**config.mk**
```make
export PLATFORM = sky130hd
export DESIGN_NAME = dma_word_copier
export DESIGN_NICKNAME = d
export VERILOG_FILES = /design/src/rtl/dma_word_copier.sv
export SDC_FILE = /design/constraint.sdc
export NUM_CORES = 1
export LEC_CHECK = 0
export CAP_MARGIN = 20
export CORE_UTILIZATION = 45
export CTS_BUF_LIST = sky130_fd_sc_hd__clkbuf_8
export DETAILED_ROUTE_END_ITERATION = 7
export GPL_TIMING_DRIVEN = 0
export PLACE_DENSITY = 0.72
export REMOVE_ABC_BUFFERS = 1
export SETUP_SLACK_MARGIN = 0.3
export SYNTH_ARGS = -nofsm -noshare
export SYNTH_HDL_FRONTEND = slang
export SYNTH_SLANG_ARGS = --single-unit
```
**constraint.sdc**
```tcl
create_clock -name i_clk -period 14.2 [get_ports i_clk]
set_clock_uncertainty 0.05 [all_clocks]
set_input_delay 1.42 -clock i_clk [delete_from_list [all_inputs] [get_ports i_clk]]
set_output_delay 1.42 -clock i_clk [all_outputs]
set_load 0.005 [all_outputs]
```
**src/rtl/dma_word_copier.sv**
```systemverilog
// Word-by-word block copier that drives the data memory request/stall interface.
// Each word is one read followed by one write, each using a request/stall-high/stall-low handshake.
module dma_word_copier #(
    parameter int LEN_W   = 16,
    parameter int TIMEOUT = 64
) (
    input  logic             i_clk,
    input  logic             i_reset,
    input  logic             i_start,
    input  logic [31:0]      i_src_addr,
    input  logic [31:0]      i_dst_addr,
    input  logic [LEN_W-1:0] i_len,
    output logic             o_busy,
    output logic             o_done,
    output logic             o_err,
    output logic [LEN_W-1:0] o_words_done,
    output logic [31:0]      o_mem_addr,
    output logic [31:0]      o_mem_write_data,
    output logic             o_mem_memwrite,
    output logic             o_mem_memread,
    output logic [3:0]       o_mem_sign_mask,
    input  logic [31:0]      i_mem_read_data,
    input  logic             i_mem_clk_stall
);

    typedef enum logic [2:0] {
        S_IDLE       = 3'd0,
        S_RD_REQ     = 3'd1,
        S_RD_WAIT_HI = 3'd2,
        S_RD_WAIT_LO = 3'd3,
        S_WR_REQ     = 3'd4,
        S_WR_WAIT_HI = 3'd5,
        S_WR_WAIT_LO = 3'd6,
        S_FINISH     = 3'd7
    } state_t;

    localparam int              CNT_W     = $clog2(TIMEOUT + 1);
    localparam logic [CNT_W-1:0] CNT_LAST = CNT_W'(TIMEOUT - 1);
    localparam logic [3:0]      WORD_MASK = 4'b0100;

    state_t             r_state;
    state_t             w_state_next;
    logic [31:0]        r_src;
    logic [31:0]        r_dst;
    logic [LEN_W-1:0]   r_len;
    logic [31:0]        r_data;
    logic [LEN_W-1:0]   r_words_done;
    logic [CNT_W-1:0]   r_wait_cnt;
    logic [31:0]        r_mem_addr;
    logic               r_busy;
    logic               r_done;
    logic               r_err;
    logic               r_rd;
    logic               r_wr;
    logic [3:0]         r_mask;

    logic               w_start_ok;
    logic               w_misalign;
    logic               w_wait;
    logic               w_timeout;
    logic               w_word_done;
    logic               w_last;
    logic               w_err_set;
    logic               w_busy_d;
    logic               w_done_d;
    logic               w_rd_d;
    logic               w_wr_d;
    logic [31:0]        w_src_next;
    logic [31:0]        w_dst_next;

    assign w_start_ok  = (r_state == S_IDLE) && i_start;
    assign w_misalign  = (i_src_addr[1:0] != 2'b00) || (i_dst_addr[1:0] != 2'b00);
    assign w_wait      = (r_state == S_RD_WAIT_HI) || (r_state == S_RD_WAIT_LO) ||
                         (r_state == S_WR_WAIT_HI) || (r_state == S_WR_WAIT_LO);
    assign w_timeout   = w_wait && (r_wait_cnt == CNT_LAST);
    assign w_word_done = (r_state == S_WR_WAIT_LO) && !i_mem_clk_stall;
    assign w_last      = (r_words_done + LEN_W'(1)) == r_len;

    always_ff @(posedge i_clk or posedge i_reset) begin
        if (i_reset) begin
            r_state <= S_IDLE;
        end else begin
            r_state <= w_state_next;
        end
    end

    always_comb begin
        w_state_next = r_state;
        w_err_set    = 1'b0;
        case (r_state)
            S_IDLE: begin
                if (i_start) begin
                    if (w_misalign) begin
                        w_state_next = S_IDLE;
                        w_err_set    = 1'b1;
                    end else if (i_len == {LEN_W{1'b0}}) begin
                        w_state_next = S_FINISH;
                    end else begin
                        w_state_next = S_RD_REQ;
                    end
                end else begin
                    w_state_next = S_IDLE;
                end
            end
            S_RD_REQ:     w_state_next = S_RD_WAIT_HI;
            S_RD_WAIT_HI: begin
                if (i_mem_clk_stall) begin
                    w_state_next = S_RD_WAIT_LO;
                end else if (w_timeout) begin
                    w_state_next = S_IDLE;
                    w_err_set    = 1'b1;
                end else begin
                    w_state_next = S_RD_WAIT_HI;
                end
            end
            S_RD_WAIT_LO: begin
                if (!i_mem_clk_stall) begin
                    w_state_next = S_WR_REQ;
                end else if (w_timeout) begin
                    w_state_next = S_IDLE;
                    w_err_set    = 1'b1;
                end else begin
                    w_state_next = S_RD_WAIT_LO;
                end
            end
            S_WR_REQ:     w_state_next = S_WR_WAIT_HI;
            S_WR_WAIT_HI: begin
                if (i_mem_clk_stall) begin
                    w_state_next = S_WR_WAIT_LO;
                end else if (w_timeout) begin
                    w_state_next = S_IDLE;
                    w_err_set    = 1'b1;
                end else begin
                    w_state_next = S_WR_WAIT_HI;
                end
            end
            S_WR_WAIT_LO: begin
                if (!i_mem_clk_stall) begin
                    w_state_next = w_last ? S_FINISH : S_RD_REQ;
                end else if (w_timeout) begin
                    w_state_next = S_IDLE;
                    w_err_set    = 1'b1;
                end else begin
                    w_state_next = S_WR_WAIT_LO;
                end
            end
            S_FINISH:     w_state_next = S_IDLE;
            default:      w_state_next = S_IDLE;
        endcase
    end

    // Outputs are decoded from the next state and registered, so they line up with r_state.
    always_comb begin
        w_busy_d = 1'b0;
        w_done_d = 1'b0;
        w_rd_d   = 1'b0;
        w_wr_d   = 1'b0;
        case (w_state_next)
            S_RD_REQ: begin
                w_busy_d = 1'b1;
                w_rd_d   = 1'b1;
            end
            S_WR_REQ: begin
                w_busy_d = 1'b1;
                w_wr_d   = 1'b1;
            end
            S_RD_WAIT_HI, S_RD_WAIT_LO, S_WR_WAIT_HI, S_WR_WAIT_LO: w_busy_d = 1'b1;
            S_FINISH: w_done_d = 1'b1;
            default:  w_busy_d = 1'b0;
        endcase
    end

    always_comb begin
        w_src_next = r_src;
        w_dst_next = r_dst;
        if (w_start_ok) begin
            w_src_next = i_src_addr;
            w_dst_next = i_dst_addr;
        end else if (w_word_done) begin
            w_src_next = r_src + 32'd4;
            w_dst_next = r_dst + 32'd4;
        end else begin
            w_src_next = r_src;
            w_dst_next = r_dst;
        end
    end

    // Per-state timeout counter restarts whenever the state changes.
    always_ff @(posedge i_clk or posedge i_reset) begin
        if (i_reset) begin
            r_wait_cnt <= {CNT_W{1'b0}};
        end else if (w_state_next != r_state) begin
            r_wait_cnt <= {CNT_W{1'b0}};
        end else if (w_wait) begin
            r_wait_cnt <= r_wait_cnt + CNT_W'(1);
        end
    end

    always_ff @(posedge i_clk or posedge i_reset) begin
        if (i_reset) begin
            r_src        <= 32'd0;
            r_dst        <= 32'd0;
            r_len        <= {LEN_W{1'b0}};
            r_data       <= 32'd0;
            r_words_done <= {LEN_W{1'b0}};
            r_mem_addr   <= 32'd0;
            r_busy       <= 1'b0;
            r_done       <= 1'b0;
            r_err        <= 1'b0;
            r_rd         <= 1'b0;
            r_wr         <= 1'b0;
            r_mask       <= 4'b0000;
        end else begin
            r_busy <= w_busy_d;
            r_done <= w_done_d;
            r_err  <= w_err_set;
            r_rd   <= w_rd_d;
            r_wr   <= w_wr_d;
            r_mask <= (w_rd_d || w_wr_d) ? WORD_MASK : 4'b0000;
            r_src  <= w_src_next;
            r_dst  <= w_dst_next;
            if (w_start_ok) begin
                r_len        <= i_len;
                r_words_done <= {LEN_W{1'b0}};
            end else if (w_word_done) begin
                r_words_done <= r_words_done + LEN_W'(1);
            end
            if ((r_state == S_RD_WAIT_LO) && !i_mem_clk_stall) begin
                r_data <= i_mem_read_data;
            end
            // Address only moves at request cycles and otherwise holds.
            if (w_rd_d) begin
                r_mem_addr <= w_src_next;
            end else if (w_wr_d) begin
                r_mem_addr <= r_dst;
            end
        end
    end

    assign o_busy           = r_busy;
    assign o_done           = r_done;
    assign o_err            = r_err;
    assign o_words_done     = r_words_done;
    assign o_mem_addr       = r_mem_addr;
    assign o_mem_write_data = r_data;
    assign o_mem_memwrite   = r_wr;
    assign o_mem_memread    = r_rd;
    assign o_mem_sign_mask  = r_mask;

endmodule

```
# After elaboration in Yosys (flattened, before gate mapping)
# Index checks and enable logic that the tools add are counted.
# W data, S select, Z words.
# word_totals
elab_cells	89
out_inout_bits	89
regBits	178
in_bits	116
# classes
n_addsub	4
n_eq_ne	17
n_reduce_logical	20
n_mux	34
# ops
op	n
$mux W32	6
$add A32 B3 Y32 const B	2
$mux W16	2
$mux W3	10
$eq A3 B3 Y1 const B	8
$pmux W3 S8	1
$add A16 B1 Y16 const B	1
$eq A16 B16 Y1	1
$logic_not A16 Y1	1
$mux W7	2
$eq A3 B2 Y1 const B	4
$reduce_bool A2 Y1	5
$mux W1	9
$add A7 B1 Y7 const B	1
$eq A7 B6 Y1 const B	1
$eq A3 B1 Y1 const B	2
$mux W2	3
$reduce_or A6 Y1	1
$logic_or A1 B1 Y1	5
$logic_and A1 B1 Y1	4
$reduce_or A2 Y1	2
$logic_not A3 Y1	1
$ne A3 B3 Y1	1
$pmux W1 S3	1
$logic_not A1 Y1	1

# Logic depth before layout (Yosys ltp)
# depth
ltp_word	12
ltp_mapped	12
ltp_nobuf	8

# Worst setup path before layout
# Ideal clock, no wire load.
# synth_timing
path_kind	input to register
start	input i_mem_clk_stall
end	register r_mem_addr[22], in the netlist o_mem_addr[22]
path_stages	9
setup_slack_ns	10.507
setup_time_ns	0.126
arrival_time_ns	3.517
path_buffers	4
required_ns	14.024
cell_sequence	buf_2 > nor3b_1 > or4_1 > or4_1 > buf_2 > and2_1 > buf_6 > buf_6 > a221o_1
# synth_via
elab_chain_len	5
word_cells_on_any_way	15
classes_between	2 x eq/ne; 10 x mux; 3 x reduce/logical
# synth_rtl
element	line_no	source
start: declaration	23	input logic i_mem_clk_stall
$mux W3 (tied with other cells)	138	if (!i_mem_clk_stall) begin
$pmux W3 S8 / $logic_and A1 B1 Y1 (equally long branches)	90, 76	
$eq A3 B1 Y1 (tied with other cells)	158	case (w_state_next)
$mux W1 / $mux W32 (equally long branches)	158, 176	
$mux W32 / $reduce_bool A2 Y1 (equally long branches)	-	
end signal: assignment	233	r_mem_addr <= w_src_next;
end signal: assignment	235	r_mem_addr <= r_dst;
end: declaration	49	logic [31:0] r_mem_addr;
# Several ways; a longest one is shown, not always the timed one.
# A chain may end at the register's enable or synchronous reset.

# Worst setup path after layout
# layout_timing
start	input i_src_addr[1]
end	register r_mem_addr[30], in the netlist o_mem_addr[30]
# layout_via
elab_chain_len	8
word_cells_on_any_way	11
classes_between	2 x eq/ne; 6 x mux; 3 x reduce/logical
# layout_rtl
element	line_no	source
start: declaration	10	input logic [31:0] i_src_addr,
$reduce_bool A2 Y1 *	72	assign w_misalign = (i_src_addr[1:0] != 2'b00) || (i_dst_addr[1:0] != 2'b00);
$logic_or A1 B1 Y1 *	72	
$mux W3 *	93	if (w_misalign) begin
$mux W3 *	92	if (i_start) begin
$pmux W3 S8 *	90	case (r_state)
$eq A3 B1 Y1 / $eq A3 B3 Y1 (equally long branches)	158	
$mux W1	158	
$mux W32 / $reduce_bool A2 Y1 (equally long branches)	-	
# Every way passes the cells marked *; elsewhere a longest branch is shown, timed or not.

==> reports/results.md <==
| Parameter | Reported | Unit |
|:---|:---|:---|
| Number of flops mapped to enable cells by yosys | 0 | - |
| Final number of hold-violating endpoints | 0 | - |
| VDD IR max | 0.08231 | mV |
| Syn Area/Cell | 9.937 | um^2 |
| Met1 usage in global routing | 32.03 | % |
| Floorplan die height | 142.3 | um |
| Worst R2R Path Depth | 7 | - |
| Count of buffer and inverter cells on the critical path | 1 | - |
| Synthesis-to-layout area growth | 31.72 | % |
| Critical path endpoint category | flip-flop | - |
| Standard-cell rows | 50 | - |
| Leakage power figure | 4.867 | nW |
| Tightest slew margin relative to the limit | 32.23 | % |
| Global route overflow | 0 | - |
| Hold path depth | 2 | - |
| Die area | 20260 | um^2 |
| Clock buffer count from CTS | 17 | - |
| Prevailing post-synth register cell | dfrtp_1 | - |
| Clock H-tree levels | 4 | - |
| Final net count | 1206 | - |
| Maximum clock insertion buffer count | 2 | - |
| Die W | 142.3 | um |
| Post-CTS setup buffer count | 0 | - |
| Top-count cell post-synth | dfrtp_1 | - |
| Placement-stage worst setup slack | 9.201 | ns |
| Standard cell with the maximum stage delay on the critical path | nor4_1 | - |
| Class of the tightest hold or removal check | reg2reg | - |
| Final setup violation count | 0 | - |
| Fraction of layout cells with a size suffix above 1 | 10.74 | % |
| Critical Path Max Stage Delay | 0.84 | ns |
| Max frequency | 221.8 | MHz |
| Average wire per cell in the routed design | 17.06 | um |
| CTS clock-pin slew for the worst setup and hold paths | 0.10 | ns |
| Post-synth cell types | 62 | - |
| Placed Area | 11300 | um^2 |
| Number of buffer cells added on primary ports | 201 | - |
| Ordered cell list for the critical path | clkdlybuf4s50_1 -> nor4_1 -> a31oi_1 -> a211o_1 -> a211oi_1 -> and2_2 -> mux2_2 | - |
| Final Cell Area | 11670 | um^2 |
| Top post-synthesis cells by area | dfrtp_1 50%, nand2_1 6.8%, mux2_2 5.5% | - |
| Data arrival time of the critical path | 4.83 | ns |
| Number of nets with antenna violations after routing | 0 | - |
| Final Hold Slack | 0.4296 | ns |
| Maximum fanout encountered on the critical timing path | 33 | - |
| Initial Util | 46.61 | % |
| Logic depth of the worst setup path including buffers | 7 | - |
| Maximum Capacitance Violations | 0 | - |
| Starting DRT DRC Count | 577 | - |
| Number of cells produced by synthesis | 892 | - |
| Most heavily used metal layer in global routing | met2 | - |
| Filler cell count | 1595 | - |
| Most used standard cells in the synthesized netlist | 176 x dfrtp_1, 161 x nand2_1, 78 x o21ai_0, 46 x xor2_1, 43 x mux2_2 | - |
| Kind of critical path | in2reg | - |
| Share of Yosys cell area claimed by the top area cell type | 49.69 | % |
| Layout Utilization | 61.39 | % |
| CORE AREA | 19020 | um^2 |
| Via count | 7394 | - |
| Final critical-path setup slack | 9.692 | ns |
| Number of antenna violations at the first check in global routing | 0 | - |
| Power Dens Cells | 173.7 | nW/um^2 |
| Post-synthesis sequential area ratio | 49.69 | % |
| Type of element launching the critical path | input pin | - |
| Cell Area, Synth | 8864 | um^2 |
| Via count of the first global-routing pass | 7107 | - |
| Aggregate negative setup slack | 0 | ns |
| Setup repair after global routing missed its margin | false | - |
| Result of the run | finished, final reports clean | - |
| First-pass GRT wire length | 36980 | um |
| Slew @ Worst Pin | 1.007 | ns |
| Shortest clock period the worst path allows after layout | 4.508 | ns |
| Critical Path RT | 14.52 | ns |
| Final HPWL DP | 16740 | um |
| Pin count of the biggest net entering global routing | 91 | - |
| # clock sinks | 176 | - |
| Proportion of synthesized flip-flops having asynchronous set or reset | 100.0 | % |
| Via density per instance | 5.441 | - |
| Count of instances resized after the clock tree is built | 0 | - |
| Cell type with the highest aggregate area in the netlist | dfrtp_1 | - |
| Met2 Use GR | 38.08 | % |
| Last weighted congestion value of the routability-driven placer | 0.8542 | - |
| Number of hold buffers added after cts | 0 | - |
| Total of flip-flops plus latches after synthesis | 176 | - |
| Total Wirelength | 23180 | um |
| Antenna fix cells | 0 | - |
| I/O pin count | 205 | - |
| Met3 usage | 5.215 | % |
| Insertion delay to the later sink of the worst-skew pair | 0.47 | ns |
| Global routing usage summed across all routing layers | 23.55 | % |
| Root buf cell | clkbuf_8 | - |
| DR pass1 iterations | 6 | - |
| Count of unresolved DRC violations after routing | 0 | - |
| Cell family contributing the most delay on the critical path | simple AND/OR/NAND/NOR gates | - |
| Max-slew violation count | 0 | - |
| Syn. warnings | 0 | - |
| Final clock period utilization by the worst path | 31.75 | % |
| CTS tree | built | - |
[cells by family (layout without fill, tap and decap cells)]
logic type,count (synthesis),count (layout),synth area share (%)
AND/OR/NAND/NOR,356,356,19.97
flip-flops,176,176,49.69
AO/OA/AOI/OAI,162,162,12.30
XOR/XNOR,76,76,7.510
buffers and inverters,67,272,3.444
multiplexers,50,50,6.479
adder cells (fa/ha/maj),4,4,0.5647
other,1,3,0.04231
[through the flow]
step / power [mW] / std cells
after global placement: 1.666 / 1300
after global routing: 2.164 / 1359
after CTS: 2.040 / 1359
final: 2.028 / 1359
after floorplan: 1.306 / 839
after detailed placement: 1.699 / 1327
[state kept, by name, summed over array words and instances, names as in the netlist, 3 cells and up]
register and flops:
o_words_done 16, r_len 16, r_src 32, o_mem_write_data 32, o_mem_addr 32, r_dst 32
r_state 3, r_wait_cnt 7
[tightest hold or removal path, stage by stage (launching register included)]
cell and delay (ns):
dfrtp_1 0.35, nand2_1 0.05, nand2_1 0.05
[final cells by class]
type	count	area [um^2]	area share (%)
tap	260	325.3	2.786
multi-input combinational	651	4192	35.90
sequential	176	4404	37.72
inverter	12	52.55	0.4501
timing repair buffer	228	2327	19.93
clock buffer	19	261.5	2.240
clock inverter	13	112.6	0.9645
[cell usage in the layout (no fill, tap or decap), types with 11 or more instances in the layout]
| master | instances |
|---|---|
| nand3_1 | 34 |
| and3_1 | 15 |
| a221o_1 | 32 |
| o21ai_0 | 78 |
| and2_1 | 26 |
| nor2_1 | 36 |
| nor4_1 | 11 |
| dfrtp_1 | 176 |
| nand4_1 | 19 |
| buf_4 | 13 |
| xor2_1 | 46 |
| nor3_1 | 15 |
| xnor2_1 | 30 |
| mux2_2 | 43 |
| inv_1 | 12 |
| a21oi_1 | 11 |
| clkbuf_8 | 19 |
| clkdlybuf4s50_1 | 201 |
| nand2_1 | 161 |
[power by group]
group          internal (mW)  switching (mW)  leakage, nW
sequential             0.704           0.170         2.23
clock                  0.148           0.191        0.199
combinational          0.461           0.353         2.44
[routing by layer]
metal  share of wire (%)  vias to the layer above  wire length, um
met1                  46                     3587            10600
met5                   0                        -                0
met4                 1.2                        0              289
met2                  47                      230            10990
met3                 5.6                       31             1296
li1                    -                     3546                -
[final timing paths]
| kind | startpoint | end | slack, ns |
|---|---|---|---|
| worst max-delay path | i_src_addr[1] | o_mem_addr[30]$_DFFE_PP0P_ | 9.69 |
| worst min-delay path | r_dst[1]$_DFFE_PP0P_ | r_dst[1]$_DFFE_PP0P_ | 0.43 |
| worst max register to register | r_state[0]$_DFF_PP0_ | o_mem_addr[26]$_DFFE_PP0P_ | 10.14 |
| worst min register to register | r_dst[1]$_DFFE_PP0P_ | r_dst[1]$_DFFE_PP0P_ | 0.43 |
| max in group asynchronous | i_reset | o_words_done[8]$_DFFE_PP0N_ | 11.84 |
| min in group asynchronous | i_reset | r_src[7]$_DFF_PP0_ | 1.38 |
No activity file was read; power rests on OpenSTA's default activity.
